### src/rtl/ascii_digit_sequencer.sv
// -----------------------------------------------------------------------------
// ascii_digit_sequencer
//
// This block drives the external combinational binary-to-ASCII digit converter.
// It sits between the processor's result register and the display writer.
//
// When start is accepted, the block latches the binary value and drives it to
// the converter. It then steps the converter column from the most significant
// digit down to column 0. Each returned ASCII code is registered, and may be
// blanked to a space if it is a leading zero. The character is then offered to
// the character sink over a valid/ready handshake. All outputs are registered.
//
// Parameters
//   size_binary    width of the binary value to display
//   size_decimal   number of decimal digits emitted (column 0 = least significant)
//   blank_leading  1: leading zeros become spaces, 0: every digit emitted as is
//
// Ports
//   clk         in   rising-edge clock
//   rst         in   asynchronous, active-high reset
//   start       in   request a conversion, sampled only while idle
//   value       in   binary number to display, sampled on an accepted start
//   conv_value  out  latched value driven to the converter input
//   conv_col    out  column index driven to the converter
//   ascii_in    in   converter output: ASCII code of digit conv_col
//   char_out    out  character presented to the sink
//   char_valid  out  char_out is valid
//   char_ready  in   sink accepts char_out this cycle
//   busy        out  a sequence is in progress
//   done        out  one-cycle pulse after the last character is accepted
//   overflow    out  latched value does not fit in size_decimal digits
// -----------------------------------------------------------------------------
module ascii_digit_sequencer #(
    parameter int size_binary   = 16,
    parameter int size_decimal  = 5,
    parameter int blank_leading = 1
) (
    input  logic                    clk,
    input  logic                    rst,
    input  logic                    start,
    input  logic [size_binary-1:0]  value,
    output logic [size_binary-1:0]  conv_value,
    output logic [size_decimal-1:0] conv_col,
    input  logic [7:0]              ascii_in,
    output logic [7:0]              char_out,
    output logic                    char_valid,
    input  logic                    char_ready,
    output logic                    busy,
    output logic                    done,
    output logic                    overflow
);

    typedef enum logic [1:0] {
        ST_IDLE,
        ST_FETCH,
        ST_SEND,
        ST_DONE
    } state_t;

    // This function computes 10^n at elaboration time. It is used to find the
    // largest value that fits in the displayed digits.
    function automatic logic [63:0] pow10(input int n);
        logic [63:0] p;
        p = 64'd1;
        for (int i = 0; i < n; i++) begin
            p = p * 64'd10;
        end
        return p;
    endfunction

    localparam logic [63:0]             MAX_VALUE   = pow10(size_decimal) - 64'd1;
    localparam int                      COL_MSD_INT = size_decimal - 1;
    localparam logic [size_decimal-1:0] COL_MSD     = COL_MSD_INT[size_decimal-1:0];
    localparam logic [size_decimal-1:0] COL_LSD     = '0;
    localparam logic [7:0]              ASCII_ZERO  = 8'h30;
    localparam logic [7:0]              ASCII_SPACE = 8'h20;

    state_t                  state_q, state_d;
    logic [size_binary-1:0]  value_q, value_d;
    logic [size_decimal-1:0] col_q,   col_d;
    logic [7:0]              char_q,  char_d;
    logic                    valid_q, valid_d;
    logic                    busy_q,  busy_d;
    logic                    done_q,  done_d;
    logic                    ovf_q,   ovf_d;
    // lz_q stays set while every digit emitted so far was a blanked zero.
    logic                    lz_q,    lz_d;

    logic [63:0]             value_ext;
    logic                    is_blankable;

    // The value is widened so the overflow compare also works when
    // size_binary is narrower than the decimal range.
    assign value_ext = 64'(value);

    // A zero is blanked only while it is still leading, and never in column 0.
    // This means the value 0 still shows as a single "0".
    assign is_blankable = (blank_leading != 0) && lz_q &&
                          (ascii_in == ASCII_ZERO) && (col_q != COL_LSD);

    // NOTE: every signal driven here gets a default first. That way no path can
    // leave a signal unassigned, and no latch is inferred.
    always_comb begin
        state_d = state_q;
        value_d = value_q;
        col_d   = col_q;
        char_d  = char_q;
        valid_d = valid_q;
        busy_d  = busy_q;
        done_d  = 1'b0;
        ovf_d   = ovf_q;
        lz_d    = lz_q;

        case (state_q)
            ST_IDLE: begin
                busy_d = 1'b0;
                if (start) begin
                    value_d = value;
                    col_d   = COL_MSD;
                    lz_d    = 1'b1;
                    ovf_d   = (value_ext > MAX_VALUE);
                    busy_d  = 1'b1;
                    state_d = ST_FETCH;
                end
            end

            // In this state the converter has had one cycle to settle on
            // value_q/col_q. Its result is captured here.
            ST_FETCH: begin
                if (is_blankable) begin
                    char_d = ASCII_SPACE;
                end else begin
                    char_d = ascii_in;
                    lz_d   = 1'b0;
                end
                valid_d = 1'b1;
                state_d = ST_SEND;
            end

            // char_out and conv_col hold here for as long as the sink stalls.
            ST_SEND: begin
                if (char_ready) begin
                    valid_d = 1'b0;
                    if (col_q == COL_LSD) begin
                        busy_d  = 1'b0;
                        state_d = ST_DONE;
                    end else begin
                        col_d   = col_q - 1'b1;
                        state_d = ST_FETCH;
                    end
                end
            end

            // The done register rises on the edge that leaves this state. A
            // start arriving here is ignored; the next start is taken from idle.
            ST_DONE: begin
                busy_d  = 1'b0;
                done_d  = 1'b1;
                state_d = ST_IDLE;
            end

            default: begin
                state_d = ST_IDLE;
            end
        endcase
    end

    // NOTE: state registers use non-blocking assignments only. Every register
    // then samples the values from before the edge.
    always_ff @(posedge clk or posedge rst) begin
        if (rst) begin
            state_q <= ST_IDLE;
            value_q <= '0;
            col_q   <= '0;
            char_q  <= 8'h00;
            valid_q <= 1'b0;
            busy_q  <= 1'b0;
            done_q  <= 1'b0;
            ovf_q   <= 1'b0;
            lz_q    <= 1'b1;
        end else begin
            state_q <= state_d;
            value_q <= value_d;
            col_q   <= col_d;
            char_q  <= char_d;
            valid_q <= valid_d;
            busy_q  <= busy_d;
            done_q  <= done_d;
            ovf_q   <= ovf_d;
            lz_q    <= lz_d;
        end
    end

    assign conv_value = value_q;
    assign conv_col   = col_q;
    assign char_out   = char_q;
    assign char_valid = valid_q;
    assign busy       = busy_q;
    assign done       = done_q;
    assign overflow   = ovf_q;

endmodule
### config.mk
export PLATFORM = sky130hd
export DESIGN_NAME = ascii_digit_sequencer
export DESIGN_NICKNAME = d
export VERILOG_FILES = /design/src/rtl/ascii_digit_sequencer.sv
export SDC_FILE = /design/constraint.sdc
export NUM_CORES = 1
export LEC_CHECK = 0
export BUFFER_PORTS_ARGS = -buffer_cell sky130_fd_sc_hd__buf_2
export CORE_AREA = 3 3 65 79
export DETAILED_ROUTE_END_ITERATION = 10
export DIE_AREA = 0 0 68 82
export PLACE_DENSITY = 0.66
export SKIP_LAST_GASP = 1
export SLEW_MARGIN = 10
export SYNTH_ARGS = -nofsm -noshare
export SYNTH_HDL_FRONTEND = slang
export SYNTH_SLANG_ARGS = --single-unit
### constraint.sdc
create_clock -name clk -period 2.3 [get_ports clk]
set_input_delay 0.115 -clock clk [delete_from_list [all_inputs] [get_ports clk]]
set_output_delay 0.115 -clock clk [all_outputs]
set_load 0.005 [all_outputs]
==> Yosys cells after proc, flatten, opt, wreduce, memory -nomap -nowiden <==
Index checks and enable logic that the tools add are counted.
Widths: inputs -> output; s select.
{ "word_totals": {"ff_bits": 36, "input_bits": 28, "out_inout_bits": 33, "elab_cells": 54} }
{ "classes": {"addsub": 1, "order_cmp": 1, "n_eq_ne": 9, "mux": 19, "n_reduce_logical": 15} }
{ "ops": {"columns": ["cell", "n"], "rows": [
  ["$gt 16x17->1 const B", 1],
  ["$mux 5", 3],
  ["$ne 2x2->1 const B", 5],
  ["$pmux 5 s2", 1],
  ["$eq 8x6->1 const B", 1],
  ["$mux 8", 1],
  ["$pmux 2 s4", 1],
  ["$mux 1", 7],
  ["$mux 2", 3],
  ["$reduce_and 2->1", 3],
  ["$reduce_and 3->1", 2],
  ["$reduce_bool 2->1", 3],
  ["$logic_not 5->1", 1],
  ["$reduce_bool 5->1", 1],
  ["$sub 5x1->5 const B", 1],
  ["$eq 2x2->1 const B", 2],
  ["$pmux 1 s2", 2],
  ["$reduce_and 4->1", 1],
  ["$pmux 1 s3", 1],
  ["$reduce_bool 3->1", 1],
  ["$eq 2x1->1 const B", 1],
  ["$logic_and 1x1->1", 2],
  ["$logic_not 2->1", 1]
]} }

==> Logic depth before layout (Yosys ltp) <==
{ "logic_depth": {"depth_word": 5, "mapped_depth": 5, "mapped_depth_nobuf": 5} }

==> Worst setup path before layout <==
Ideal clock, no wire load.
{ "synth_path": {"kind": "reg2reg", "startpoint": "register col_q[0], in the netlist conv_col[0]", "endpoint": "register col_q[1], in the netlist conv_col[1]", "setup_time_ns": 0.087, "arrival_time_ns": 1.525, "t_required_ns": 2.213, "path_slack_ns": 0.689, "stages_incl_launch_ff": 6, "path_buffers": 0, "synth_period_minus_slack_ns": 1.611, "cell_sequence": "dfrtp_1 -> inv_1 -> ha_1 -> or3b_1 -> or4_1 -> o211ai_1"} }
{ "synth_between": {"elab_chain_cells": 4, "elab_cells_between_ends": 7, "classes_between": "1 x add/sub; 1 x eq/ne; 3 x mux; 2 x reduce/logical"} }
{ "synth_lines": {"columns": ["element", "line", "text"], "rows": [
  ["from (decl)", "80", "logic [size_decimal-1:0] col_q, col_d;"],
  ["from (signal assigned)", "184", "col_q <= col_d;"],
  ["$sub 5x1->5", "148", "col_d = col_q - 1'b1;"],
  ["$mux 5", "144", "if (col_q == COL_LSD) begin"],
  ["$mux 5", "142", "if (char_ready) begin"],
  ["$pmux 5 s2", "114", "case (state_q)"]
]} }
Parallel ways exist; a longest one is shown, timed or not. The select of a mux whose other input is x is not followed.
A chain may end at the register's enable or synchronous reset.

==> Worst setup path in the final report <==
{ "layout_path": {"startpoint": "register state_q[0]", "endpoint": "register col_q[3], in the netlist conv_col[3]"} }
{ "layout_between": {"elab_chain_cells": 3, "elab_cells_between_ends": 8, "classes_between": "4 x eq/ne; 1 x mux; 3 x reduce/logical"} }
{ "layout_lines": {"columns": ["element", "line", "text"], "rows": [
  ["from (decl)", "78", "state_t state_q, state_d;"],
  ["from (signal assigned)", "182", "state_q <= state_d;"],
  ["$eq 2x2->1 or $logic_not 2->1 (tied branches)", "114", null],
  ["$ne 2x2->1 (no line) or $reduce_bool 2->1 (tied branches)", null, null],
  ["$reduce_and 4->1 (no line)", null, null]
]} }
Parallel ways exist; a longest one is shown, timed or not.

==> summary.txt <==
Synthesis
  • Mapped Area: 1540 um^2
  • Post-synthesis cell count: 112
  • Cell variety after synth: 36
  • Sequential area share after synthesis: 0.568
  • Post-Syn Nets: approximately 140
  • XOR/XNOR share of the synthesized area: 0
  • Synth Area in Compound Gates: 0.0786
  • Yosys warning count: 0
  • Synth area leaders: dfrtp_1, mux2_2, mux2_1
  • Yosys reg bits: 35
  • Post-Synth Adder-Cell Area: 0.00810
  • Synth Area per Inst: around 14 um^2
  • Yosys top cell area share: 0.551
  • Simple-gate share of the synthesized area: 0.116
  • Synth area leader: dfrtp_1
  • Post-synthesis mux area share: 0.188
  • Main combinational cell family by area after synthesis: multiplexers

Timing
  • Peak Freq: 587 MHz
  • Final number of setup-violating endpoints: 0
  • Period minus WS final: 1.70 ns
  • Final hold vios: 0
  • RSZ-0062 raised after global routing: false
  • Slew margin rel.: 0.665
  • Clk_skew: between 0.006 and 0.007 ns
  • Worst-Margin Slew: 0.500 ns
  • Max-slew violations: 0
  • Fin Setup TNS: 0 ns
  • Period utilization: 0.741

Layout
  • Most common cell after layout, fill and taps aside: buf_2
  • Fillers: 458
  • Post-synthesis to final-layout area growth: 30.6%
  • Layout cell share with drive strength beyond 1: 0.548
  • Commonest cells after routing, fill and taps aside: buf_2, dfrtp_1, mux2_2
  • Antenna cell count: 0
  • FF+latch area: 877 um^2
  • Multi-input logic area: 607 um^2
  • Layout Nets: between 200 and 250

Pwr
  • Part of the power in registers: 0.419
  • Int Power: 0.00182 W
  • Logic pwr share: 0.374
  • P_sw: 0.000849 W
  • P_leak: 0.971 nW
  • Clock Power Share: 0.207
  • PD cells: 1320 nW/um^2
  • Net Sw Frac: 0.318
  • Design Power: 0.00267 W
  • Worst vdd ir: between 600 and 700 uV

Die
  • Core area: 4530 um^2
  • Initial Util: 0.341
  • FP Rows: 27
  • Die height: a little over 80 um
  • Die Area: 5580 um^2
  • Ports: 61
  • Die width: 68 um

Worst hold path
  • HP Class: primary input to register
  • Worst Hold End: conv_value[6]
  • Cell depth of the worst hold path: 2
  • Hold path startpoint: value[6]

Outcome
  • Status: finished, final reports clean

Drt
  • Met1 wire length: roughly 1300 um
  • DR DRC count: 0
  • Total Routed Length: between 3000 and 4000 um
  • DR WL met3: 255 um
  • Post-DR wirelength/cell: 13.2 um
  • ANT nets after route: 0
  • Metal2 WL: 1520 um
  • Starting DRT DRC Count: 41
  • Vias: roughly 1100
  • Max layer used: met4
  • Vias per cell: approximately 4.7
  • Pre-Repair DR Iteration Count: 5

Clocking
  • Clock Path Buffers: 2
  • Setup Fix Bufs, Post-CTS: 0
  • Root Buffer: clkbuf_8
  • Cts bufs inserted: 5
  • Clock-pin slew on the worst setup and hold paths: 0.08 ns
  • CTS tree: done
  • Clock sinks: 35
  • Post-CTS resize count: 0
  • Number of H-tree levels: 2
  • Clk Latency, worst-skew pair: 0.29 ns
  • Hold buffers post-CTS: 1

Critical path
  • Worst path max stage delay: roughly 0.57 ns
  • Crit Path Class: register to register
  • CP max-delay cell: or4_4
  • Critical Path End Type: register
  • Reg2Reg Launch Point: state_q[0]
  • Crit path launch type: register
  • Buf/Inv on CP: 0
  • Worst Path Max Fanout: 12
  • Crit path required time: 2.47 ns
  • Crit-path cells: or4_4 > a211oi_2 > mux2_2
  • Critical path depth: 3
  • Worst flop-to-flop path endpoint: conv_col[3]
  • CP delay by family, top: simple AND/OR/NAND/NOR gates
  • Flop-to-flop setup slack: between 0.5 and 0.6 ns
  • FF-to-FF path depth: 3
  • Critical path data arrival time: 1.87 ns

Place
  • RD Place Congestion: 0.665
  • Post-detail-place hpwl: 2280 um
  • IO Port Bufs: 59

GRT
  • Vias in the first global route: between 1000 and 1500
  • GR Overflow Total: 0
  • First-pass GRT wire length: approximately 5200 um
  • Initial antenna violation count: 0
  • Gr usage total: 0.126
  • Pin count of the biggest net entering global routing: 36

Run
  • Max Cap Viol: 0
[worst register-to-register path: cells and delay by family (launching register included)]
family | cells | cell delay, ns
AND/OR/NAND/NOR | 1 | 0.57
AO/OA/AOI/OAI | 1 | 0.17
multiplexers | 1 | 0.35
flip-flops | 1 | 0.49
[state kept, by name, summed over array words and instances (netlist names)]
signal,count
conv_value,16
conv_col,5
lz_q,1
busy,1
done,1
char_out,8
state_q,2
char_valid,1
[kinds of logic after synthesis]
group / after synthesis
flip-flops: 35
AO/OA/AOI/OAI: 14
buffers and inverters: 11
other: 1
AND/OR/NAND/NOR: 24
adder cells (fa/ha/maj): 1
multiplexers: 26
[cell type report]
cell class / count / share of cell area
Clock inverter: 3 / 0.0217
Multi-Input combinational cell: 66 / 0.301
Tap cell: 58 / 0.0360
Clock buffer: 5 / 0.0341
Sequential cell: 35 / 0.435
Inverter: 5 / 0.00931
Timing Repair Buffer: 63 / 0.163
[stage by stage]
stage	util	cells	cell area, um^2	setup slack [ns]	hold WS, ns
6_report	0.445	235	2020	0.595	0.0486
3_3_place_gp	0.418	226	1890	0.624	0.244
3_5_place_dp	0.418	226	1890	0.605	0.243
2_1_floorplan	-	112	1540	0.689	0.250
5_1_grt	0.445	235	2020	0.505	0.0461
4_1_cts	0.445	235	2020	0.588	0.0391
[synthesized netlist by cell type (all sizes together)]
library cell,n
or4,3
ha,1
o211ai,2
or3b,2
mux2,24
a21boi,2
a31o,2
nand4b,1
dfrtp,34
a21o,2
conb,1
dfstp,1
and2,1
nor4bb,1
o31ai,1
nor2,3
nand2,1
a2111oi,1
nor2b,6
nor3,1
o22a,1
a211oi,1
nor4b,1
buf,6
inv,5
mux2i,2
a21oi,1
nand3,2
nand2b,1
nor3b,1
o21ai,1
[power by group through the flow]
stage	registers, W	logic [W]	clock network (W)
2_1_floorplan	0.00111	0.000639	0
4_1_cts	0.00112	0.00102	0.000574
3_3_place_gp	0.00112	0.00101	0
6_report	0.00112	0.000998	0.000552
5_1_grt	0.00117	0.00111	0.000603
3_5_place_dp	0.00113	0.00102	0
[worst max path at each step]
stage                            from     endpoint  slack, ns
after detailed placement  conv_col[0]  conv_col[3]       0.60
final                      state_q[0]  conv_col[3]       0.60
after floorplan           conv_col[0]  conv_col[1]       0.69
after CTS                  state_q[0]  conv_col[3]       0.59
after global placement     state_q[0]  conv_col[3]       0.62
after global routing      conv_col[0]  conv_col[3]       0.50
[routing by layer]
layer  up-vias  GRT usage
met5         -          0
met4         0     0.0537
met3         5     0.0492
met2        43      0.200
met1       530      0.149
li1        526          -
No activity file was read; power rests on OpenSTA's default activity.
